`config.mk`:
```
export PLATFORM = sky130hd
export DESIGN_NAME = poly_note_player
export DESIGN_NICKNAME = d
export VERILOG_FILES = /design/src/rtl/poly_note_player.sv
export SDC_FILE = /design/constraint.sdc
export NUM_CORES = 1
export LEC_CHECK = 0
export BUFFER_PORTS_ARGS = -buffer_cell sky130_fd_sc_hd__buf_2
export CAP_MARGIN = 20
export CELL_PAD_IN_SITES_DETAIL_PLACEMENT = 1
export CELL_PAD_IN_SITES_GLOBAL_PLACEMENT = 2
export CORE_MARGIN = 4
export CORE_UTILIZATION = 40
export CTS_CLUSTER_SIZE = 10
export DETAILED_ROUTE_END_ITERATION = 8
export GPL_TIMING_DRIVEN = 0
export PLACE_DENSITY = 0.85
export SETUP_SLACK_MARGIN = 0.2
export SYNTH_ARGS = -nofsm -noshare
export SYNTH_HDL_FRONTEND = slang
export SYNTH_HIERARCHICAL = 1
export SYNTH_SLANG_ARGS = --single-unit
```
`constraint.sdc`:
```
create_clock -name clk -period 10.55 [get_ports clk]
set_input_delay 0.5275 -clock clk [delete_from_list [all_inputs] [get_ports clk]]
set_output_delay 0.5275 -clock clk [all_outputs]
set_load 0.02 [all_outputs]
```
`src/rtl/poly_note_player.sv`:
```
// rtl/poly_note_player.sv - polyphonic note player: per-voice timers and DDS, mixed to one signed sample
// Define POLY_NOTE_PLAYER_SATMIX_EN for a saturating full-width mix instead of the shift-scaled mix.

module frequency_rom #(
  parameter int NOTE_W = 6,
  parameter int DOUT_W = 20
) (
  input  logic              clk,
  input  logic              rst,
  input  logic [NOTE_W-1:0] addr,
  output logic [DOUT_W-1:0] dout
);
  logic [DOUT_W-1:0] dout_q, dout_d;

  // Increments for A1 (55 Hz) up to G#2 with a 22-bit accumulator at 48 kHz; octaves shift left.
  function automatic logic [DOUT_W-1:0] semitone_inc(input int semi);
    case (semi)
      0:       semitone_inc = DOUT_W'(4806);
      1:       semitone_inc = DOUT_W'(5092);
      2:       semitone_inc = DOUT_W'(5395);
      3:       semitone_inc = DOUT_W'(5715);
      4:       semitone_inc = DOUT_W'(6055);
      5:       semitone_inc = DOUT_W'(6415);
      6:       semitone_inc = DOUT_W'(6797);
      7:       semitone_inc = DOUT_W'(7201);
      8:       semitone_inc = DOUT_W'(7629);
      9:       semitone_inc = DOUT_W'(8083);
      10:      semitone_inc = DOUT_W'(8563);
      default: semitone_inc = DOUT_W'(9073);
    endcase
  endfunction

  always_comb begin : rom_lookup
    int idx;
    dout_d = '0;
    idx    = int'(addr) - 1;
    if (addr != '0) begin
      dout_d = semitone_inc(idx % 12) << (idx / 12);
    end
  end

  always_ff @(posedge clk or posedge rst) begin
    if (rst) begin
      dout_q <= '0;
    end else begin
      dout_q <= dout_d;
    end
  end

  assign dout = dout_q;
endmodule

module dds #(
  parameter int PHASE_W  = 22,
  parameter int SAMPLE_W = 16
) (
  input  logic                clk,
  input  logic                rst,
  input  logic                clear,
  input  logic [PHASE_W-1:0]  k,
  input  logic                sampling_pulse,
  output logic [SAMPLE_W-1:0] sample
);
  logic [PHASE_W-1:0]  phase_q, phase_d;
  logic [SAMPLE_W-1:0] sample_q, sample_d;

  // Sawtooth: the sample is the top of the advanced phase, read as two's complement.
  always_comb begin
    phase_d  = phase_q;
    sample_d = sample_q;
    if (clear) begin
      phase_d  = '0;
      sample_d = '0;
    end else if (sampling_pulse) begin
      phase_d  = phase_q + k;
      sample_d = phase_d[PHASE_W-1 -: SAMPLE_W];
    end
  end

  always_ff @(posedge clk or posedge rst) begin
    if (rst) begin
      phase_q  <= '0;
      sample_q <= '0;
    end else begin
      phase_q  <= phase_d;
      sample_q <= sample_d;
    end
  end

  assign sample = sample_q;
endmodule

module poly_note_player #(
  parameter int VOICES   = 2,
  parameter int NOTE_W   = 6,
  parameter int DUR_W    = 6,
  parameter int SAMPLE_W = 16
) (
  input  logic                                        clk,
  input  logic                                        reset,
  input  logic                                        play_enable,
  input  logic                                        load_new_note,
  input  logic [((VOICES > 1) ? $clog2(VOICES) : 1)-1:0] voice_sel,
  input  logic [NOTE_W-1:0]                           note_to_load,
  input  logic [DUR_W-1:0]                            duration_to_load,
  input  logic                                        beat,
  input  logic                                        sampling_pulse,
  output logic                                        note_done,
  output logic [VOICES-1:0]                           voice_busy,
  output logic [SAMPLE_W-1:0]                         sample,
  output logic                                        sample_ready
);
  localparam int VSEL_W  = (VOICES > 1) ? $clog2(VOICES) : 1;
  localparam int LOG2V   = $clog2(VOICES);
  localparam int SUM_W   = SAMPLE_W + LOG2V;
  localparam int PHASE_W = 22;
  localparam int ROM_W   = 20;

  typedef enum logic {S_IDLE = 1'b0, S_PLAY = 1'b1} voice_state_e;

  voice_state_e        state_q [VOICES];
  voice_state_e        state_d [VOICES];
  logic [NOTE_W-1:0]   note_q  [VOICES];
  logic [NOTE_W-1:0]   note_d  [VOICES];
  logic [DUR_W-1:0]    cnt_q   [VOICES];
  logic [DUR_W-1:0]    cnt_d   [VOICES];
  logic [SAMPLE_W-1:0] dds_sample [VOICES];

  logic [VOICES-1:0]          load_hit;
  logic [VOICES-1:0]          busy;
  logic [VOICES*SAMPLE_W-1:0] contrib_flat;
  logic signed [SUM_W-1:0]    sum;
  logic [SAMPLE_W-1:0]        mix;

  logic                was_busy_q, was_busy_d;
  logic                note_done_q, note_done_d;
  logic                strobe_q, strobe_d;
  logic [SAMPLE_W-1:0] sample_q, sample_d;
  logic                sample_ready_q, sample_ready_d;

  for (genvar v = 0; v < VOICES; v++) begin : g_voice
    logic [ROM_W-1:0] rom_dout;

    // Out-of-range selects never match any channel index, so such loads fall away here.
    assign load_hit[v] = load_new_note && ({1'b0, voice_sel} == (VSEL_W + 1)'(v));

    frequency_rom #(.NOTE_W(NOTE_W), .DOUT_W(ROM_W)) u_rom (
      .clk  (clk),
      .rst  (reset),
      .addr (note_q[v]),
      .dout (rom_dout)
    );

    dds #(.PHASE_W(PHASE_W), .SAMPLE_W(SAMPLE_W)) u_dds (
      .clk            (clk),
      .rst            (reset),
      .clear          (!play_enable),
      .k              ({2'b00, rom_dout}),
      .sampling_pulse (sampling_pulse),
      .sample         (dds_sample[v])
    );
  end

  always_comb begin
    for (int v = 0; v < VOICES; v++) begin
      state_d[v] = state_q[v];
      note_d[v]  = note_q[v];
      cnt_d[v]   = cnt_q[v];
      if (load_hit[v]) begin
        state_d[v] = S_PLAY;
        note_d[v]  = note_to_load;
        cnt_d[v]   = (duration_to_load == '0) ? DUR_W'(1) : duration_to_load;
      end else if (state_q[v] == S_PLAY && beat && play_enable) begin
        if (cnt_q[v] == DUR_W'(1)) begin
          state_d[v] = S_IDLE;
        end else begin
          cnt_d[v] = cnt_q[v] - 1'b1;
        end
      end
    end
  end

  always_comb begin
    busy         = '0;
    contrib_flat = '0;
    for (int v = 0; v < VOICES; v++) begin
      busy[v] = (state_q[v] == S_PLAY);
      if (busy[v] && note_q[v] != '0) begin
        contrib_flat[v*SAMPLE_W +: SAMPLE_W] = dds_sample[v];
      end
    end
  end

`ifdef POLY_NOTE_PLAYER_SATMIX_EN
  localparam logic signed [SUM_W-1:0] SAT_MAX = {{(LOG2V + 1){1'b0}}, {(SAMPLE_W - 1){1'b1}}};
  localparam logic signed [SUM_W-1:0] SAT_MIN = {{(LOG2V + 1){1'b1}}, {(SAMPLE_W - 1){1'b0}}};
`endif

  always_comb begin
    sum = '0;
    for (int v = 0; v < VOICES; v++) begin
      sum = sum + SUM_W'($signed(contrib_flat[v*SAMPLE_W +: SAMPLE_W]));
    end
`ifdef POLY_NOTE_PLAYER_SATMIX_EN
    if (sum > SAT_MAX) begin
      mix = SAMPLE_W'(SAT_MAX);
    end else if (sum < SAT_MIN) begin
      mix = SAMPLE_W'(SAT_MIN);
    end else begin
      mix = SAMPLE_W'(sum);
    end
`else
    mix = SAMPLE_W'(sum >>> LOG2V);
`endif
  end

  // strobe_q lines the mixer up with the cycle the channel DDS samples land.
  always_comb begin
    strobe_d       = sampling_pulse;
    was_busy_d     = |busy;
    note_done_d    = was_busy_q && (busy == '0);
    sample_d       = sample_q;
    sample_ready_d = 1'b0;
    if (strobe_q) begin
      sample_ready_d = 1'b1;
      sample_d       = play_enable ? mix : '0;
    end
  end

  always_ff @(posedge clk or posedge reset) begin
    if (reset) begin
      for (int v = 0; v < VOICES; v++) begin
        state_q[v] <= S_IDLE;
        note_q[v]  <= '0;
        cnt_q[v]   <= '0;
      end
      was_busy_q     <= 1'b0;
      note_done_q    <= 1'b0;
      strobe_q       <= 1'b0;
      sample_q       <= '0;
      sample_ready_q <= 1'b0;
    end else begin
      state_q        <= state_d;
      note_q         <= note_d;
      cnt_q          <= cnt_d;
      was_busy_q     <= was_busy_d;
      note_done_q    <= note_done_d;
      strobe_q       <= strobe_d;
      sample_q       <= sample_d;
      sample_ready_q <= sample_ready_d;
    end
  end

  assign voice_busy   = busy;
  assign note_done    = note_done_q;
  assign sample       = sample_q;
  assign sample_ready = sample_ready_q;
endmodule

```
---- Yosys cells after proc, flatten, opt, wreduce, memory -nomap -nowiden ----
Memory sizes are Yosys's and may differ from the RTL's.
Cells that the tools add are included.
word-level totals
  bits in registers ....................... 162
  memory bits (read-only) ................. 448
  input bits .............................. 19
  output and inout bits ................... 20
  logic and storage cells ................. 93
  memories ................................ 2
memory list
  name             depth  bits a word  read ports  clocked after Yosys merged registers in  write ports  RTL line  RTL
  (no name shown)  16     14           1           0                                        0            17        case (semi)
  (no name shown)  16     14           1           0                                        0            17
cells by class
  add/sub/neg operators ................... 7
  div/mod/pow operators ................... 4
  equal/unequal tests ..................... 5
  shifts and indexed selects .............. 2
  muxes and demuxes ....................... 31
  bitwise operators ....................... 1
  reduce and logical (&&, ||, !) cells .... 24
operator list
  cell                     count
  $mux W20                 6
  $mux W16                 7
  $mux W22                 4
  $div A32 B5 Y32 const B  2
  $mod A32 B5 Y32 const B  2
  $shl A20 B32 Y20         2
  $logic_not A28 Y1        2
  $add A22 B20 Y22         2
  $mux W6                  7
  $add A16 B16 Y17         1
  $sub A6 B1 Y7 const B    2
  $eq A6 B1 Y1 const B     2
  $reduce_bool A6 Y1       2
  $sub A6 B1 Y6 const B    2
  $logic_and A1 B1 Y1      9
  $reduce_and A2 Y1        4
  $reduce_bool A2 Y1       4
  $mux W1                  7
  $logic_not A6 Y1         1
  $ne A2 B2 Y1 const B     2
  $logic_not A2 Y1         1
  $ne A2 B1 Y1 const B     1
  $reduce_or A2 Y1         1
  $not A1 Y1               1

---- Depth between registers and ports, before layout ----
  word-level depth ........................ 7
  mapped depth ............................ 19
  mapped depth without buffers ............ 15

---- Cells and area by module ----
Netlist, hierarchy kept.
by module, submodules not included
  module            instances  cells an instance  area each (um^2)  sequential area each (um^2)
  dds               2          254                2190.9            550.5
  frequency_rom     2          275                2145.8            500.5
  poly_note_player  1          331                3060.4            1151.1

---- Worst setup path after synthesis ----
OpenSTA, ideal clock, no wires.
  kind .................................... reg2reg
  start ................................... register note_q[0] (netlist name)
  end ..................................... register g_voice[1].u_rom.dout_q[14]
  library setup time ...................... 94 ps
  arrival time ............................ 3706 ps
  required time ........................... 10456 ps
  path slack .............................. 6750 ps
  stages on the path, launching flop included .. 17
  path buffers ............................ 6
  clock period less this slack ............ 3800 ps
  cells stage by stage .................... dfrtp_1 > buf_6 > clkbuf_1 > inv_1 > ha_1 > buf_2 > buf_2 > and4_1 > or3_1 > a221o_1 > buf_6 > inv_6 > ha_1 > o21a_1 > clkbuf_1 > or3_1 > a221oi_2
between the ends
  word-level cells in the longest chain between the ends .. 7
  elaborated cells on any way between the ends .. 10
  those cells by class .................... add/sub: 1; div: 2; shift: 1; mux: 3; reduce/logical: 2; memory: 1
RTL lines
  item                                                  RTL line  RTL
  start: declaration                                    123       logic [NOTE_W-1:0] note_q [VOICES];
  start signal: assignment                              244       note_q <= note_d;
  $sub A6 B1 Y7                                         36        idx = int'(addr) - 1;
  $mod A32 B5 Y32                                       38        dout_d = semitone_inc(idx % 12) << (idx / 12);
  $mem_v2 Z16 W14 or $logic_not A28 Y1 (tied branches)  --
  $mux W20                                              17
  $mux W20                                              37        if (addr != '0) begin
  $shl A20 B32 Y20                                      38
  $mux W20 (*)                                          37
  named net g_voice[1].u_rom.dout_d[14]                 13        logic [DOUT_W-1:0] dout_q, dout_d;
  end signal: assignment                                46        dout_q <= dout_d;
  end: declaration                                      13
Mark *: on every way through the listed nets, which the timed path passes. The rest lies on a longest branch. The select of a mux whose other input is x is not followed.
A chain may end at the register's enable or synchronous reset.

---- Worst setup path in the final report ----
  start ................................... register note_q[0] (netlist name)
  end ..................................... register g_voice[1].u_rom.dout_q[10]
The elaborated chain is that of the path after synthesis.

==> results.md <==
- Status: completed
- Final worst-path cycle share: 0.449
- Fin Clk Skew: 0.0121 ns
- Num CTS Buffers: 17
- Cell area after synthesis: 11700 um^2
- Maximum capacitance violations: 0
- Cell taking the most area after synthesis: dfrtp_1
- Synthesis-to-layout area growth: 12.0%
- Ports: 39
- Arr. time, crit path: 5.05 ns
- Row count: 62
- Post-detailed-routing wire length: about 36000 um
- Pwr/cell area: 274 nW/um^2
- Diodes inserted: 0
- Multiplexer share of the synthesized area: 0.0567
- Top cells by area, synth: dfrtp_1 (28%), ha_1 (7.8%), nor2_1 (4.0%), mux2i_1 (3.8%), a21oi_1 (3.3%)
- Rel. slew slack: 0.386
- Nets: 1549
- Maximum clock path buffer count: 2
- DRT antenna net count: 0
- Post-synth EDFFs: 0
- Die H: 179 um
- DRC: 0
- RSZ-0062 raised after global routing: false
- Avg WL per Cell: approximately 19 um
- Adder-cell share of the synthesized area: 0.0830
- First-pass GRT wire length: slightly below 60000 um
- Xor/xnor share of the synthesized area: 0.0411
- Final hold violations: 0
- Hold Buf Count CTS: 0
- Initial antenna violation count: 0
- Layout cell share with drive strength beyond 1: 0.147
- Maximum clock rate: around 0.21 GHz
- HPWL after DPL: 27400 um
- Post-synth top flop: dfrtp_1
- Core Area: approximately 29000 um^2
- Pins Over Slew Limit: 0
- VDD IR max: ~0.14 mV
- CP startpoint kind: flop
- Initial DRC count: approximately 520
- Sequential share of the synthesized area: 0.277
- Width of the die: 179 um
- Initial Util: 0.407
- Buffers added on ports: 37
- Hold WC Path Type: input pin to asynchronous set/reset pin
- Total gr overflow: 0
- CTS Root Cell: clkbuf_16
- Final Util: 0.456
- Worst Path Max Fanout: 10
- Setup repair bufs after CTS: 0
- Synth Instances: 1389
- Max H-tree Level: 4
- Vias in the first global route: 11100
- Avg Cell Area, Syn: about 8.4 um^2
- Clock latency on the worst-skew pair: 0.42 ns
- Largest family of logic cells by synthesized area: compound AO/OA/AOI/OAI gates
- GRT Total Usage: 0.225
- Die area: 32100 um^2
- CTS resizes: 0
- Compound-Gate Fraction of Synth Area: 0.241
- Final setup violation count: 0
- Post-route setup TNS: 0 ns
- Pleak: 5.94 nW
- Hold WS: about 0.091 ns
- Post-Synth Simple-Gate Area: 0.217
- Min cycle time layout: ~4.7 ns
- Layout fillers: 3487
- Largest net degree at the start of global routing: 27
- YS warnings: 6
- Worst-path clk slew: 0.06 ns
- Post-synthesis cell type count: between 100 and 150
- Via Count: 10600
- Crit path capture type: flop
- Synth top cells by count: dfrtp_1 (130), nor2_1 (126), nand2_1 (98)
- Least-Margin Pin Slew: 0.920 ns
- Worst Path Class, Setup: flop to flop
- GP Congestion: 0.878
- Clk sink count: 130
- Count of state elements after synthesis: 130
- TritonRoute pass-1 iters: 5
- Via-per-instance ratio: roughly 5.7
- Share of the synthesized area in the top cell type: 0.277
- CTS tree: built
- Most common cell in the netlist: dfrtp_1
- Ys async rst share: 1.00
- Req. time, crit path: 10.86 ns
==> final timing paths <==
kind | from | slack [ns] | depth (start not counted) | end
hold reg to reg | strobe_q$_DFF_PP0_ | 0.44 | 0 | sample_ready$_DFF_PP0_
setup reg to reg | note_q[0]$_DFFE_PP0P_ | 5.81 | 18 | g_voice[1].u_rom/dout[10]$_DFF_PP0_
setup / recovery | note_q[0]$_DFFE_PP0P_ | 5.81 | 18 | g_voice[1].u_rom/dout[10]$_DFF_PP0_
hold / removal | reset | 0.09 | 2 | g_voice[1].u_dds/phase_q[6]$_DFFE_PP0P_
max in group asynchronous | reset | 9.60 | 2 | g_voice[0].u_dds/phase_q[18]$_DFFE_PP0P_
min in group clk | sampling_pulse | 0.31 | 1 | strobe_q$_DFF_PP0_
==> logic make-up (layout without fill, tap and decap cells) <==
group	after synthesis	count (layout)
simple gates	485	485
compound gates	399	399
buf+inv	177	247
flops	130	130
fa+ha+maj	76	76
mux	64	64
xor+xnor	55	55
other cells	3	10
==> metal layers <==
layer | track usage | up-vias | wire length [um]
li1 | - | 5169 | -
met1 | 0.313 | 5285 | 17400
met2 | 0.374 | 138 | 16800
met4 | 0.0587 | 0 | 551
met5 | 0 | - | 0
met3 | 0.0247 | 36 | 833
==> layout by cell type (no fill, tap or decap), drive strengths merged, types with 12 or more instances in the layout <==
cell | Yosys | final
dfrtp | 130 | 130
a211oi | 21 | 21
nor4 | 18 | 18
xor2 | 21 | 21
nand3 | 41 | 41
nor2 | 132 | 132
clkbuf | 38 | 57
nor3 | 18 | 18
xnor2 | 34 | 34
buf | 69 | 108
a31oi | 17 | 17
a21o | 24 | 24
mux2 | 20 | 20
and2 | 40 | 40
and3 | 20 | 20
mux2i | 44 | 44
or2 | 12 | 12
o21ai | 86 | 86
o211ai | 14 | 14
ha | 73 | 73
nand2b | 21 | 21
inv | 68 | 69
nor2b | 14 | 14
a21oi | 81 | 81
or3 | 17 | 17
o22ai | 28 | 28
nand2 | 100 | 100
==> per-stage QoR <==
| step | worst slack, ns | instances | total power, mW | instance area, um^2 |
|---|---|---|---|---|
| 2_1_floorplan | 6.75 | 1396 | 2.37 | 11800 |
| 3_3_place_gp | 5.92 | 1817 | 2.85 | 12400 |
| 3_5_place_dp | 5.88 | 1818 | 2.89 | 12400 |
| 4_1_cts | 5.82 | 1849 | 3.61 | 13100 |
| 5_1_grt | 5.50 | 1850 | 3.90 | 13100 |
| 6_report | 5.81 | 1850 | 3.61 | 13100 |
==> area by class of cell <==
class,count,area (um^2),area share
sequential,130,3250,0.247
inverter,68,265,0.0202
clock buffer,19,443,0.0337
timing repair buffer,39,233,0.0177
buffer,109,716,0.0544
tap,384,480,0.0365
multi-input combinational,1089,7530,0.572
clock inverter,12,230,0.0175
==> sequential cells by signal (all words and copies together) (netlist names) <==
register and count:
cnt_q 12, g_voice.u_dds/phase_q 42, g_voice.u_dds/sample 2, g_voice.u_rom/dout 40
note_done 1, note_q 12, sample 16, sample_ready 1
strobe_q 1, voice_busy 2, was_busy_q 1
==> critical path, cell delays in order (launching register included) <==
cell	delay, ns
dfrtp_1	0.49
buf_6	0.18
clkbuf_1	0.42
inv_1	0.17
ha_1	0.27
buf_2	0.18
buf_2	0.19
and4_1	0.19
or3_1	0.33
a221o_1	0.34
buf_6	0.16
inv_6	0.08
ha_1	0.21
a31oi_1	0.12
a31oi_1	0.39
inv_1	0.17
nor2_1	0.28
nand2_1	0.19
o221ai_1	0.26
==> power breakdown <==
part           total [mW]  internal [mW]  switching (mW)
clock network       0.685          0.450           0.235
logic                2.12          0.866            1.25
registers           0.802          0.667           0.136
total                3.61           1.98            1.62
No activity file was read; power rests on OpenSTA's default activity.
